--- src/rtl/t03_icache_fill_controller_pkg.sv ---
// Shared types and constants for the instruction-cache fill controller.
// The state encoding is exported so checkers can bind to the debug port.
package t03_icache_fill_controller_pkg;

   typedef enum logic [2:0] {
      IDLE   = 3'd0,
      D_WAIT = 3'd1,
      D_FILL = 3'd2,
      P_WAIT = 3'd3,
      P_FILL = 3'd4
   } fill_state_t;

   localparam logic [31:0] WORD_ALIGN = 32'hFFFF_FFFC;

endpackage

--- src/rtl/t03_fetch_timeout.sv ---
// Wait-cycle counter for an outstanding memory read. Clear has priority,
// and the count holds at TIMEOUT_CYCLES once expired.
module t03_fetch_timeout #(
   parameter int TIMEOUT_CYCLES = 64,
   parameter int CNT_W          = 7
) (
   input  logic clk,
   input  logic rst,
   input  logic clear,
   input  logic en,
   output logic expired
);

   localparam logic [CNT_W-1:0] LIMIT = CNT_W'(TIMEOUT_CYCLES);

   logic [CNT_W-1:0] count;

   assign expired = (count == LIMIT);

   always_ff @(posedge clk or posedge rst) begin
      if (rst) begin
         count <= '0;
      end else if (clear) begin
         count <= '0;
      end else if (en && !expired) begin
         count <= count + 1'b1;
      end
   end

endmodule

--- src/rtl/t03_icache_fill_controller.sv ---
// Fetch-side fill engine: serves hits from the direct-mapped I-cache, fills
// demand misses and next-PC prefetches with single-word memory reads.
module t03_icache_fill_controller
   import t03_icache_fill_controller_pkg::*;
#(
   parameter int TIMEOUT_CYCLES = 64,
   parameter int PREFETCH_EN    = 1,
   parameter int CNT_W          = 7
) (
   input  logic              clk,
   input  logic              rst,
   input  logic [31:0]       pc,
   input  logic [31:0]       next_pc,
   input  logic              fetch_req,
   output logic [31:0]       instr_out,
   output logic              instr_valid,
   output logic              stall,
   output logic              fetch_error,
   output logic [31:0]       cache_addr,
   output logic [31:0]       cache_next_addr,
   input  logic [31:0]       cache_out,
   input  logic              cache_hit,
   input  logic              cache_next_hit,
   output logic              cache_fill,
   output logic [31:0]       fill_instruction,
   output logic              mem_read,
   output logic [31:0]       mem_addr,
   input  logic [31:0]       mem_rdata,
   input  logic              mem_ack,
   output fill_state_t       state_dbg
);

   // Memory handshake: mem_read/mem_addr stay asserted and stable from the
   // first WAIT cycle until the cycle mem_ack is seen (or the timeout fires);
   // mem_ack is a single-cycle strobe and is only honoured in a WAIT state.

   fill_state_t state, state_nxt;
   logic [31:0] miss_addr, pf_addr, fill_buf;
   logic        miss_latch, pf_latch, buf_latch;
   logic        in_wait, expired;

   assign state_dbg       = state;
   assign cache_next_addr = next_pc;
   assign in_wait         = (state == D_WAIT) || (state == P_WAIT);

   t03_fetch_timeout #(
      .TIMEOUT_CYCLES (TIMEOUT_CYCLES),
      .CNT_W          (CNT_W)
   ) u_timeout (
      .clk     (clk),
      .rst     (rst),
      .clear   (!in_wait || mem_ack),
      .en      (in_wait && !mem_ack),
      .expired (expired)
   );

   always_ff @(posedge clk or posedge rst) begin
      if (rst) begin
         state     <= IDLE;
         miss_addr <= '0;
         pf_addr   <= '0;
         fill_buf  <= '0;
      end else begin
         state <= state_nxt;
         if (miss_latch) miss_addr <= pc & WORD_ALIGN;
         if (pf_latch)   pf_addr   <= next_pc & WORD_ALIGN;
         if (buf_latch)  fill_buf  <= mem_rdata;
      end
   end

   always_comb begin
      state_nxt        = state;
      instr_out        = '0;
      instr_valid      = 1'b0;
      stall            = 1'b0;
      fetch_error      = 1'b0;
      cache_addr       = pc;
      cache_fill       = 1'b0;
      fill_instruction = '0;
      mem_read         = 1'b0;
      mem_addr         = '0;
      miss_latch       = 1'b0;
      pf_latch         = 1'b0;
      buf_latch        = 1'b0;

      case (state)
         IDLE: begin
            if (fetch_req && cache_hit) begin
               instr_out   = cache_out;
               instr_valid = 1'b1;
            end
            // A demand miss wins over a prefetch launched in the same cycle.
            if (fetch_req && !cache_hit) begin
               stall      = 1'b1;
               miss_latch = 1'b1;
               state_nxt  = D_WAIT;
            end else if ((PREFETCH_EN != 0) && !cache_next_hit &&
                         (next_pc[31:2] != pc[31:2])) begin
               pf_latch  = 1'b1;
               state_nxt = P_WAIT;
            end
         end

         D_WAIT: begin
            if (expired) begin
               fetch_error = 1'b1;
               state_nxt   = IDLE;
            end else begin
               mem_read = 1'b1;
               mem_addr = miss_addr;
               stall    = 1'b1;
               if (mem_ack) begin
                  buf_latch = 1'b1;
                  state_nxt = D_FILL;
               end
            end
         end

         D_FILL: begin
            // Delivered from fill_buf, so a zero word the cache refuses to
            // store still reaches the CPU correctly.
            cache_addr       = miss_addr;
            cache_fill       = 1'b1;
            fill_instruction = fill_buf;
            instr_out        = fill_buf;
            instr_valid      = 1'b1;
            state_nxt        = IDLE;
         end

         P_WAIT: begin
            stall = fetch_req;
            if (expired) begin
               state_nxt = IDLE;
            end else begin
               mem_read = 1'b1;
               mem_addr = pf_addr;
               if (mem_ack) begin
                  buf_latch = 1'b1;
                  state_nxt = P_FILL;
               end
            end
         end

         P_FILL: begin
            cache_addr       = pf_addr;
            cache_fill       = 1'b1;
            fill_instruction = fill_buf;
            if (fetch_req) begin
               if (pc[31:2] == pf_addr[31:2]) begin
                  instr_out   = fill_buf;
                  instr_valid = 1'b1;
               end else begin
                  stall = 1'b1;
               end
            end
            state_nxt = IDLE;
         end

         default: state_nxt = IDLE;
      endcase

      // While reset is held nothing may leak out of the IDLE hit path.
      if (rst) begin
         state_nxt        = IDLE;
         instr_out        = '0;
         instr_valid      = 1'b0;
         stall            = 1'b0;
         fetch_error      = 1'b0;
         cache_addr       = pc;
         cache_fill       = 1'b0;
         fill_instruction = '0;
         mem_read         = 1'b0;
         mem_addr         = '0;
         miss_latch       = 1'b0;
         pf_latch         = 1'b0;
         buf_latch        = 1'b0;
      end
   end

endmodule

--- config.mk ---
export PLATFORM = sky130hd
export DESIGN_NAME = t03_icache_fill_controller
export DESIGN_NICKNAME = d
export VERILOG_FILES = /design/src/rtl/t03_icache_fill_controller_pkg.sv /design/src/rtl/t03_fetch_timeout.sv /design/src/rtl/t03_icache_fill_controller.sv
export SDC_FILE = /design/constraint.sdc
export NUM_CORES = 1
export LEC_CHECK = 0
export CORE_UTILIZATION = 43
export DETAILED_ROUTE_END_ITERATION = 10
export HOLD_SLACK_MARGIN = 0.1
export PLACE_DENSITY_LB_ADDON = 0.15
export SLEW_MARGIN = 25
export SYNTH_ARGS = -nofsm -noshare
export SYNTH_HDL_FRONTEND = slang
export SYNTH_SLANG_ARGS = --single-unit
export TNS_END_PERCENT = 5
--- constraint.sdc ---
create_clock -name clk -period 3.4 [get_ports clk]
set_input_delay 0.51 -clock clk [delete_from_list [all_inputs] [get_ports clk]]
set_output_delay 0.51 -clock clk [all_outputs]
set_load 0.05 [all_outputs]
==> impl_metrics.env <==
export IMPL_min_path_type="reg2reg"
export IMPL_synth_area_leaders="dfrtp_1 37%, mux2_2 9.3%, a22oi_1 6.5%"
export IMPL_routed_wl_um=24300
export IMPL_end_kind="primary output"
export IMPL_start_util_pct=44.8
export IMPL_leakagePower_nw=4.96
export IMPL_vias=6743
export IMPL_final_util_pct=76.4
export IMPL_syn_area_per_cell_sq_um=9.57
export IMPL_holdBufCountCts=0
export IMPL_netlist_area_leader_share_pct=36.9
export IMPL_chipWidth_um=129
export IMPL_netlist_area_sq_um=6910
export IMPL_rows=45
export IMPL_worst_pin_slew_ns=0.985
export IMPL_route_detailed_drc=0
export IMPL_drtIter0Drc=395
export IMPL_clock_sinks=102
export IMPL_min_period_ns=3.34
export IMPL_yosysMostFrequentCell="dfrtp_1"
export IMPL_rsz0062_at_grt="yes"
export IMPL_relSlewSlack_pct=34.2
export IMPL_outcome="complete, no violations"
export IMPL_synth_common_cells="102 x dfrtp_1, 99 x nand2_1, 60 x a22oi_1"
export IMPL_clk_latency_ns=0.35
export IMPL_nets=1135
export IMPL_setup_violations=0
export IMPL_ir_drop_uv=276
export IMPL_fp_dieArea_sq_um=16600
export IMPL_antenna_found_initial=0
export IMPL_cp_arrival_ns=2.83
export IMPL_ctsHtreeMaxLevel=3
export IMPL_drtPass1Iterations=5
export IMPL_clk_pin_slew_ns=0.07
export IMPL_cap_viol_max_count=0
export IMPL_area_growth_pct=70.6
export IMPL_layout_drive_gt1_share_pct=30.9
export IMPL_r2r_slack_ns=0.99
export IMPL_startpoint_type="primary input"
export IMPL_io_pins=302
export IMPL_antenna_cells=0
export IMPL_place_gp_congestion=0.841
export IMPL_finalClockSkew_ns=0.00446
export IMPL_synth_flop_cell="dfrtp_1"
export IMPL_fin_cells=1215
export IMPL_core_area_sq_um=15400
export IMPL_synth_cell_types=46
export IMPL_cts_buffers=9
export IMPL_slew_viol_final=0
export IMPL_grt_pass1_wl_um=36600
export IMPL_cts_setup_buffers=0
export IMPL_place_hpwl_um=18100
export IMPL_drtAntennaViolNets=0
export IMPL_power_density_nw_per_um2=481
export IMPL_seq_area_frac_synth_pct=36.9
export IMPL_cts_root_buffer="clkbuf_16"
export IMPL_ys_ff_latch=102
export IMPL_path_max_fanout=33
export IMPL_yosys_area_top_type="dfrtp_1"
export IMPL_hold_viol_final=0
export IMPL_grt_max_degree=62
export IMPL_die_h_um=129
export IMPL_fin_crit_sh_pct=98.3
export IMPL_viasPerCell=5.55
export IMPL_placed_cells=1199
export IMPL_max_freq_mhz=299
export IMPL_required_ns=2.89
export IMPL_synth_edff_count=0
export IMPL_grt_total_usage_pct=29.2
export IMPL_async_reset_ff_share_pct=100
export IMPL_synthCells=722
export IMPL_total_power_mw=5.67
export IMPL_wire_per_inst_um=20.0
export IMPL_grt_ovfl_total=0
export IMPL_crit_type="in2out"
export IMPL_portBuffers=295
export IMPL_grt_pass1_vias=6433
export IMPL_tritoncts="done"
export IMPL_cts_max_path_buffers=2
export IMPL_ys_warnings_count=0
[where the power goes]
group          leakage, nW  switching [mW]  internal (mW)  total [mW]
clock network        0.143           0.461          0.567        1.03
logic                 3.59            1.26           1.33        2.59
registers             1.23           0.419           1.64        2.06
[final timing paths]
| kind | depth (start not counted) | end | from |
|---|---|---|---|
| max reg2reg | 6 | fill_buf[2] | state_dbg[0] |
| max in group asynchronous | 4 | pf_addr[25] | rst |
| min reg2reg | 1 | fill_buf[10] | fill_buf[10] |
| max | 9 | instr_out[27] | pc[24] |
| min in group asynchronous | 3 | pf_addr[30] | rst |
| min | 1 | fill_buf[10] | fill_buf[10] |
[area by class of cell]
class | instances | area [sq um]
timing repair buffer | 352 | 4750
multi-input combinational | 526 | 3910
fill | 1037 | 3640
sequential | 102 | 2550
tap | 211 | 264
clock buffer | 11 | 233
clock inverter | 5 | 50.0
inverter | 8 | 32.5
[registers in the layout, summed over array words and instances, names as in the netlist]
name and flops:
fill_buf 32, miss_addr 30, pf_addr 30, u_timeout.count 7, state_dbg 3
[repair_timing]
action | 4_1_cts | 5_1_grt
gates resized for setup | 5 | 7
pin swaps | 0 | 5
endpoints found under the setup margin | 31 | 36
[layout by cell type, fill, tap and decap left out, types with 8 or more instances in the layout]
cell / Yosys / final
a22oi_1: 60 / 60
and2_1: 35 / 35
mux2_4: 29 / 29
a311oi_1: 32 / 29
clkdlybuf4s50_1: 0 / 162
nor4_1: 10 / 8
clkbuf_16: 0 / 9
nand2_1: 99 / 99
dfrtp_1: 102 / 102
buf_4: 34 / 52
mux2_2: 57 / 57
nor2_1: 45 / 44
xor2_1: 34 / 34
nand4_1: 9 / 9
buf_12: 3 / 135
xnor2_1: 31 / 26
a21oi_1: 35 / 35
[critical path, stage by stage]
cell and delay [ns]:
clkdlybuf4s50_1 0.50, xnor2_1 0.24, nand4_1 0.20, nor4_2 0.35, nand3_1 0.18, buf_12 0.21, a311oi_1 0.32, buf_4 0.18
buf_12 0.12
[through the flow]
step	cell area, sq um	setup TNS, ns	hold WS [ns]	setup slack, ns
floorplan	6920	-0.137	0.494	-0.00722
global placement	11400	-0.774	0.510	-0.0713
detailed placement	11400	-0.339	0.517	-0.0602
CTS	11800	0	0.534	0.0143
global route	11800	-0.00680	0.553	-0.00680
finish	11800	0	0.533	0.0594
[metal layers]
layer | wire (um) | global-route usage, % | up-vias
li1 | - | - | 3094
met3 | 1950 | 5.61 | 50
met2 | 11800 | 48.9 | 326
met1 | 9700 | 36.6 | 3273
met4 | 851 | 12.9 | 0
met5 | 0 | 0 | -
[logic make-up (layout without fill, tap and decap cells)]
group           Yosys count  after routing  synth area share (%)
compound gates          138            138                  14.1
xor+xnor                 65             65                  8.24
fa+ha+maj                 2              2                 0.362
buf+inv                  95            376                  7.95
flops                   102            102                  36.9
mux                      93             93                  16.7
other cells               1              2                0.0542
simple gates            226            226                  15.6
No activity file was read; power rests on OpenSTA's default activity.
